`src/rtl/hash_share_arbiter_pkg.sv`:
```
// Shared FSM encoding, requester indices and round-robin index helper for the hash share arbiter.
package hash_share_arbiter_pkg;

  typedef enum logic [1:0] {
    ST_IDLE    = 2'd0,
    ST_ISSUE   = 2'd1,
    ST_BUSY    = 2'd2,
    ST_RELEASE = 2'd3
  } arb_state_e;

  localparam int KDF_REQ = 0;
  localparam int MAC_REQ = 1;

  function automatic int rr_idx(input int base, input int off, input int n);
    return (base + off) % n;
  endfunction

endpackage

```
`src/rtl/hash_share_arbiter_rr_arbiter.sv`:
```
// Combinational round-robin pick: first requester at or after ptr_i, wrapping.
// Zero latency; gnt_vld_o low when no request is pending.
module rr_arbiter
  import hash_share_arbiter_pkg::*;
#(
  parameter int NUM_REQ = 2,
  parameter int GW      = (NUM_REQ > 1) ? $clog2(NUM_REQ) : 1
) (
  input  logic [NUM_REQ-1:0] req_i,
  input  logic [GW-1:0]      ptr_i,
  output logic               gnt_vld_o,
  output logic [GW-1:0]      gnt_idx_o
);

  // Walk offsets from farthest to nearest so the nearest hit to ptr_i wins.
  always_comb begin
    gnt_vld_o = 1'b0;
    gnt_idx_o = '0;
    for (int i = NUM_REQ - 1; i >= 0; i--) begin
      if (req_i[rr_idx(int'(ptr_i), i, NUM_REQ)]) begin
        gnt_vld_o = 1'b1;
        gnt_idx_o = GW'(rr_idx(int'(ptr_i), i, NUM_REQ));
      end
    end
  end

endmodule

```
`src/rtl/hash_share_arbiter.sv`:
```
// Shares one hash engine between requesters round-robin; req_go to eng_go is 2 cycles.
// Grants only while eng_ready; holds the grant in RELEASE until the winner drops req_go.
module hash_share_arbiter
  import hash_share_arbiter_pkg::*;
#(
  parameter int  NUM_REQ = 2,
  parameter int  IN_W    = 80,
  parameter int  OUT_W   = 512,
  parameter int  TIMEOUT = 4096,
  localparam int GW      = (NUM_REQ > 1) ? $clog2(NUM_REQ) : 1
) (
  input  logic                    clk,
  input  logic                    rst,
  input  logic [NUM_REQ-1:0]      req_go,
  input  logic [NUM_REQ*IN_W-1:0] req_data,
  output logic [NUM_REQ-1:0]      req_done,
  output logic [NUM_REQ-1:0]      req_err,
  output logic [OUT_W-1:0]        req_hash,
  input  logic                    eng_ready,
  output logic                    eng_go,
  output logic [IN_W-1:0]         eng_data,
  input  logic                    eng_done,
  input  logic [OUT_W-1:0]        eng_hash,
  output logic [GW-1:0]           grant_id,
  output logic                    busy
);

  localparam int CW = $clog2(TIMEOUT) + 1;

  arb_state_e          state_q, state_d;
  logic [GW-1:0]       ptr_q, ptr_d;
  logic [GW-1:0]       grant_q, grant_d;
  logic [IN_W-1:0]     data_q, data_d;
  logic                go_q, go_d;
  logic [NUM_REQ-1:0]  done_q, done_d;
  logic [NUM_REQ-1:0]  err_q, err_d;
  logic [OUT_W-1:0]    hash_q, hash_d;
  logic [CW-1:0]       cnt_q, cnt_d;
  logic                drop_q, drop_d;

  logic                pick_vld;
  logic [GW-1:0]       pick_idx;
  logic                req_held;
  logic                timeout_hit;

  rr_arbiter #(.NUM_REQ(NUM_REQ), .GW(GW)) u_rr_arbiter (
    .req_i     (req_go),
    .ptr_i     (ptr_q),
    .gnt_vld_o (pick_vld),
    .gnt_idx_o (pick_idx)
  );

  assign req_held    = req_go[grant_q];
  assign timeout_hit = (cnt_q == CW'(TIMEOUT - 1));

  always_comb begin
    state_d = state_q;
    ptr_d   = ptr_q;
    grant_d = grant_q;
    data_d  = data_q;
    go_d    = go_q;
    done_d  = '0;
    err_d   = '0;
    hash_d  = hash_q;
    cnt_d   = cnt_q;
    drop_d  = drop_q;
    case (state_q)
      ST_IDLE: begin
        if (pick_vld && eng_ready) begin
          grant_d = pick_idx;
          data_d  = req_data[int'(pick_idx)*IN_W +: IN_W];
          state_d = ST_ISSUE;
        end
      end
      ST_ISSUE: begin
        go_d    = 1'b1;
        cnt_d   = '0;
        drop_d  = 1'b0;
        state_d = ST_BUSY;
      end
      ST_BUSY: begin
        cnt_d = cnt_q + CW'(1);
        if (!req_held) drop_d = 1'b1;
        // A done coinciding with the watchdog expiry still counts as success.
        if (eng_done) begin
          go_d    = 1'b0;
          hash_d  = eng_hash;
          state_d = ST_RELEASE;
          if (req_held && !drop_q) done_d[grant_q] = 1'b1;
        end else if (timeout_hit) begin
          go_d           = 1'b0;
          err_d[grant_q] = 1'b1;
          state_d        = ST_RELEASE;
        end
      end
      ST_RELEASE: begin
        if (!req_held) begin
          ptr_d   = GW'(rr_idx(int'(grant_q), 1, NUM_REQ));
          state_d = ST_IDLE;
        end
      end
      default: state_d = ST_IDLE;
    endcase
  end

  always_ff @(posedge clk) begin
    if (rst) begin
      state_q <= ST_IDLE;
      ptr_q   <= '0;
      grant_q <= '0;
      data_q  <= '0;
      go_q    <= 1'b0;
      done_q  <= '0;
      err_q   <= '0;
      hash_q  <= '0;
      cnt_q   <= '0;
      drop_q  <= 1'b0;
    end else begin
      state_q <= state_d;
      ptr_q   <= ptr_d;
      grant_q <= grant_d;
      data_q  <= data_d;
      go_q    <= go_d;
      done_q  <= done_d;
      err_q   <= err_d;
      hash_q  <= hash_d;
      cnt_q   <= cnt_d;
      drop_q  <= drop_d;
    end
  end

  assign req_done = done_q;
  assign req_err  = err_q;
  assign req_hash = hash_q;
  assign eng_go   = go_q;
  assign eng_data = data_q;
  assign grant_id = grant_q;
  assign busy     = (state_q != ST_IDLE);

endmodule

```
`config.mk`:
```
export PLATFORM = sky130hd
export DESIGN_NAME = hash_share_arbiter
export DESIGN_NICKNAME = d
export VERILOG_FILES = /design/src/rtl/hash_share_arbiter_pkg.sv /design/src/rtl/hash_share_arbiter_rr_arbiter.sv /design/src/rtl/hash_share_arbiter.sv
export SDC_FILE = /design/constraint.sdc
export NUM_CORES = 1
export LEC_CHECK = 0
export CAP_MARGIN = 20
export CELL_PAD_IN_SITES_DETAIL_PLACEMENT = 1
export CELL_PAD_IN_SITES_GLOBAL_PLACEMENT = 1
export CORE_AREA = 2 2 499 501
export CTS_CLUSTER_SIZE = 40
export DETAILED_ROUTE_END_ITERATION = 7
export DIE_AREA = 0 0 501 503
export PLACE_DENSITY = 0.34
export SETUP_SLACK_MARGIN = 0.1
export SYNTH_ARGS = -nofsm -noshare
export SYNTH_HDL_FRONTEND = slang
export SYNTH_SLANG_ARGS = --single-unit
```
`constraint.sdc`:
```
create_clock -name clk -period 2.3 [get_ports clk]
set_input_delay 0.46 -clock clk [delete_from_list [all_inputs] [get_ports clk]]
set_output_delay 0.46 -clock clk [all_outputs]
set_load 0.02 [all_outputs]
```
==> results of run 1 <==
## sequential cells by signal (all words and copies together) (netlist names)
signal,flops
grant_id,1
eng_data,80
eng_go,1
cnt_q,13
req_err,2
ptr_q,1
drop_q,1
req_hash,512
state_q,2
req_done,2
## worst reg2reg max path, stage by stage (launching register included)
cell and delay [ns]:
dfxtp_2 0.33, inv_1 0.16, ha_1 0.23, inv_2 0.05
nor2_2 0.17, and2_4 0.21, buf_12 0.22, buf_12 0.31
a22o_1 0.25
## cell type report
cell class / instances / share of cell area [%]
diodes: 28 / 0.177
repair buffers: 1378 / 33.4
flip-flops and latches: 615 / 31.1
clock buffers: 132 / 6.76
multi-input cells: 842 / 17.2
clock inverters: 37 / 1.07
inverters: 8 / 0.0757
well taps: 3237 / 10.2
## through the flow
step / worst slack [ns] / util, % / hold WS, ns
2_1_floorplan: 0.579 / - / 0.414
3_3_place_gp: 0.180 / 15.0 / 0.454
3_5_place_dp: 0.165 / 15.0 / 0.456
4_1_cts: 0.0999 / 16.0 / 0.0128
5_1_grt: 0.0976 / 16.0 / 0.0422
6_report: 0.208 / 16.0 / 0.0824
## Yosys cell counts, types with 4 or more instances
library cell	n
xnor2_1	4
nor3_1	5
buf_8	40
buf_4	8
a22o_1	512
mux2i_1	82
nand2b_1	4
xor2_1	4
nand4_1	4
o21ai_0	5
inv_1	7
nor4_1	4
nor2_1	95
buf_1	4
ha_1	6
clkbuf_1	61
nand2_1	7
buf_2	25
a211oi_1	80
dfxtp_1	615
a21oi_1	6
buf_6	13
## power breakdown
group          switching (mW)  total, mW  internal [mW]
Clock                    6.09       14.8           8.71
Combinational            4.45       8.01           3.56
Sequential              0.780       12.6           11.8
## layout by cell type, fill, tap and decap left out, types with 2 or more instances in the layout
cell	instances
clkdlybuf4s50_1	677
dfxtp_1	600
dlygate4sd2_1	563
a22o_1	512
nor2_1	94
clkbuf_16	91
buf_4	88
mux2i_1	82
a211oi_1	80
buf_12	35
diode_2	28
clkbuf_8	25
clkinv_2	17
clkbuf_1	16
dfxtp_2	15
nand2_1	7
inv_1	6
a21oi_1	6
clkdlybuf4s15_2	6
nor3_1	5
o21ai_0	5
ha_1	5
bufinv_16	5
clkinvlp_4	5
nor4_1	4
nand4_1	4
nand2b_1	4
xnor2_1	4
xor2_1	4
clkdlybuf4s15_1	4
inv_6	3
inv_16	3
buf_6	3
inv_2	2
nand3_1	2
mux2_2	2
or3_2	2
nor2b_1	2
clkinv_4	2
dlymetal6s2s_1	2
## how the worst min path moves through the flow
| stage | from | end |
|---|---|---|
| global route | rst | cnt_q[12]$_SDFFE_PP0P_ |
| global placement | req_hash[212]$_SDFFE_PP0P_ | req_hash[212]$_SDFFE_PP0P_ |
| floorplan | drop_q$_SDFFE_PP0P_ | req_done[1]$_SDFF_PP0_ |
| finish | rst | cnt_q[12]$_SDFFE_PP0P_ |
| detailed placement | req_hash[168]$_SDFFE_PP0P_ | req_hash[168]$_SDFFE_PP0P_ |
| CTS | rst | cnt_q[12]$_SDFFE_PP0P_ |
## metal layers
metal / GRT usage (%) / wire, um
met4: 2.77 / 3490
met5: 0 / 317
met3: 7.26 / 20200
met1: 12.2 / 57400
met2: 20.3 / 75100
## logic make-up after synthesis
group / synth area share, %
buffers and inverters: 5.94
AOI/OAI and AO/OA: 25.7
and+or+nand+nor: 2.85
adders and majority gates: 0.370
xor gates and xnor gates: 0.345
DFF: 60.6
muxes: 4.15
==> results.toml, run 1 <==
[cells_and_area]
multiInputGateArea_um2 = 6820
design_area_um2 = 39600
areaGrowthSynthToFinish_pct = 95.3
layoutNonFillerInstCount = 6277
drive_gt1_share_pct = 10.5
ff_latch_area_um2 = 12300
fill_cells = 28400
layout.nets = 3619

[setup_path]
critical_path.cell_chain = "dlygate4sd2_1"
slowest_stage = "dfxtp_1"
cp.depth = 1
endpoint = "req_hash[4]"
r2r_start = "state_q[0]$_SDFFE_PP0P_"
path_class = "reg2out"
crit_start = "req_hash[4]$_SDFFE_PP0P_"
reg2reg_to = "req_hash[204]$_SDFFE_PP0P_"
path_delay_family = "flip-flops"
r2r_slack_ns = 0.31
reg2reg_depth = 8
cp-start-kind = "flip-flop"
slowest_delay_ns = 0.52
cp.arrival_ns = 1.63
cp.required_ns = 1.84
crit_fanout = 2
cp_num_buf_inv = 1
endpoint_kind = "output pin"

[timing]
clock-skew-final_ns = 0.0413
max_freq_mhz = 478
layout_min_cycle_time_ns = 2.09
worstMarginPinSlew_ns = 0.491
setup-tns-final_ns = 0
slew_viol_final = 0
rsz0062_at_grt = "false"
finalSetupViolCount = 0
finalCritPeriodShare_pct = 91.0
slew_headroom_pct = 67.4
hold_viol_final = 0

[clock_network]
cts_htree_levels = 3
ctsHoldBuffers = 0
root_buffer = "clkbuf_16"
cts_setup_buffers = 0
cts.path.max_buffers = 3
cts_buffers = 90
cts_tree = "done"
path_clk_slew_ns = 0.06
clock_latency_ns = 0.73
cts_resized = 614
clock-sinks = 615

[synthesis]
yosysSeqAreaShare_pct = 60.6
yosys-top-cells-area = "dfxtp_1 (61%), a22o_1 (22%), mux2i_1 (4.0%)"
synth_top_cell_area_share_pct = 60.6
ys_types = 42
yosys_warnings = 0
synth-seq-cells = 615
synth_fp_nets = 2300
yosysTopAreaCell = "dfxtp_1"
synth-edff-count = 0
synthFlopType = "dfxtp_1"
postSynthAreaPerCell_um2 = 12.6
netlist_instances = 1616
synthArstFlopShare_pct = 0
syn-cell-area_um2 = 20300

[routing]
routed_wirelength_um = 157000
initialDrtViolationCount = 726
dr.pass1.iters = 4
drc_errors = 0
post_drt_wl_per_cell_um = 24.9
vias = 19400
ant_nets = 0
avgViaCountPerCell = 3.09

[global_routing]
grt_pass1_wl_um = 202000
grt_overflow = 0
grt_max_degree = 54
antenna_found_initial = 81
grt_pass1_vias = 20600
track_usage_pct = 11.9

[run_status]
status = "complete, no violations"

[placement]
dpl.hpwl_um = 128000
placed_area_um2 = 37100
gp_congestion = 0.801
portBuffers = 1276
dp_cells = 6080

[floorplanning]
dieArea_um2 = 252000
core_area_um2 = 247000
die_y_um = 503
die_w_um = 501
rows = 183
ioPinCount = 1277
floorplan.initialDensity_pct = 8.22

[pwr]
ir_drop_mv = 0.484
p_per_area_nw_per_um2 = 893
power_leakage_nw = 17.2
p_total_mw = 35.4

[flow_run]
drv_cap = 0

[min_path]
holdPathStages = 2
hold_class = "in2reg"
Note: power is estimated with default switching activity, not from simulation.
==> run 2: changes to the inputs <==
GPL_TIMING_DRIVEN = 1   (was default)
==> results of run 2 <==
The final DEF is identical to that of run 1; final timing and power are the same.
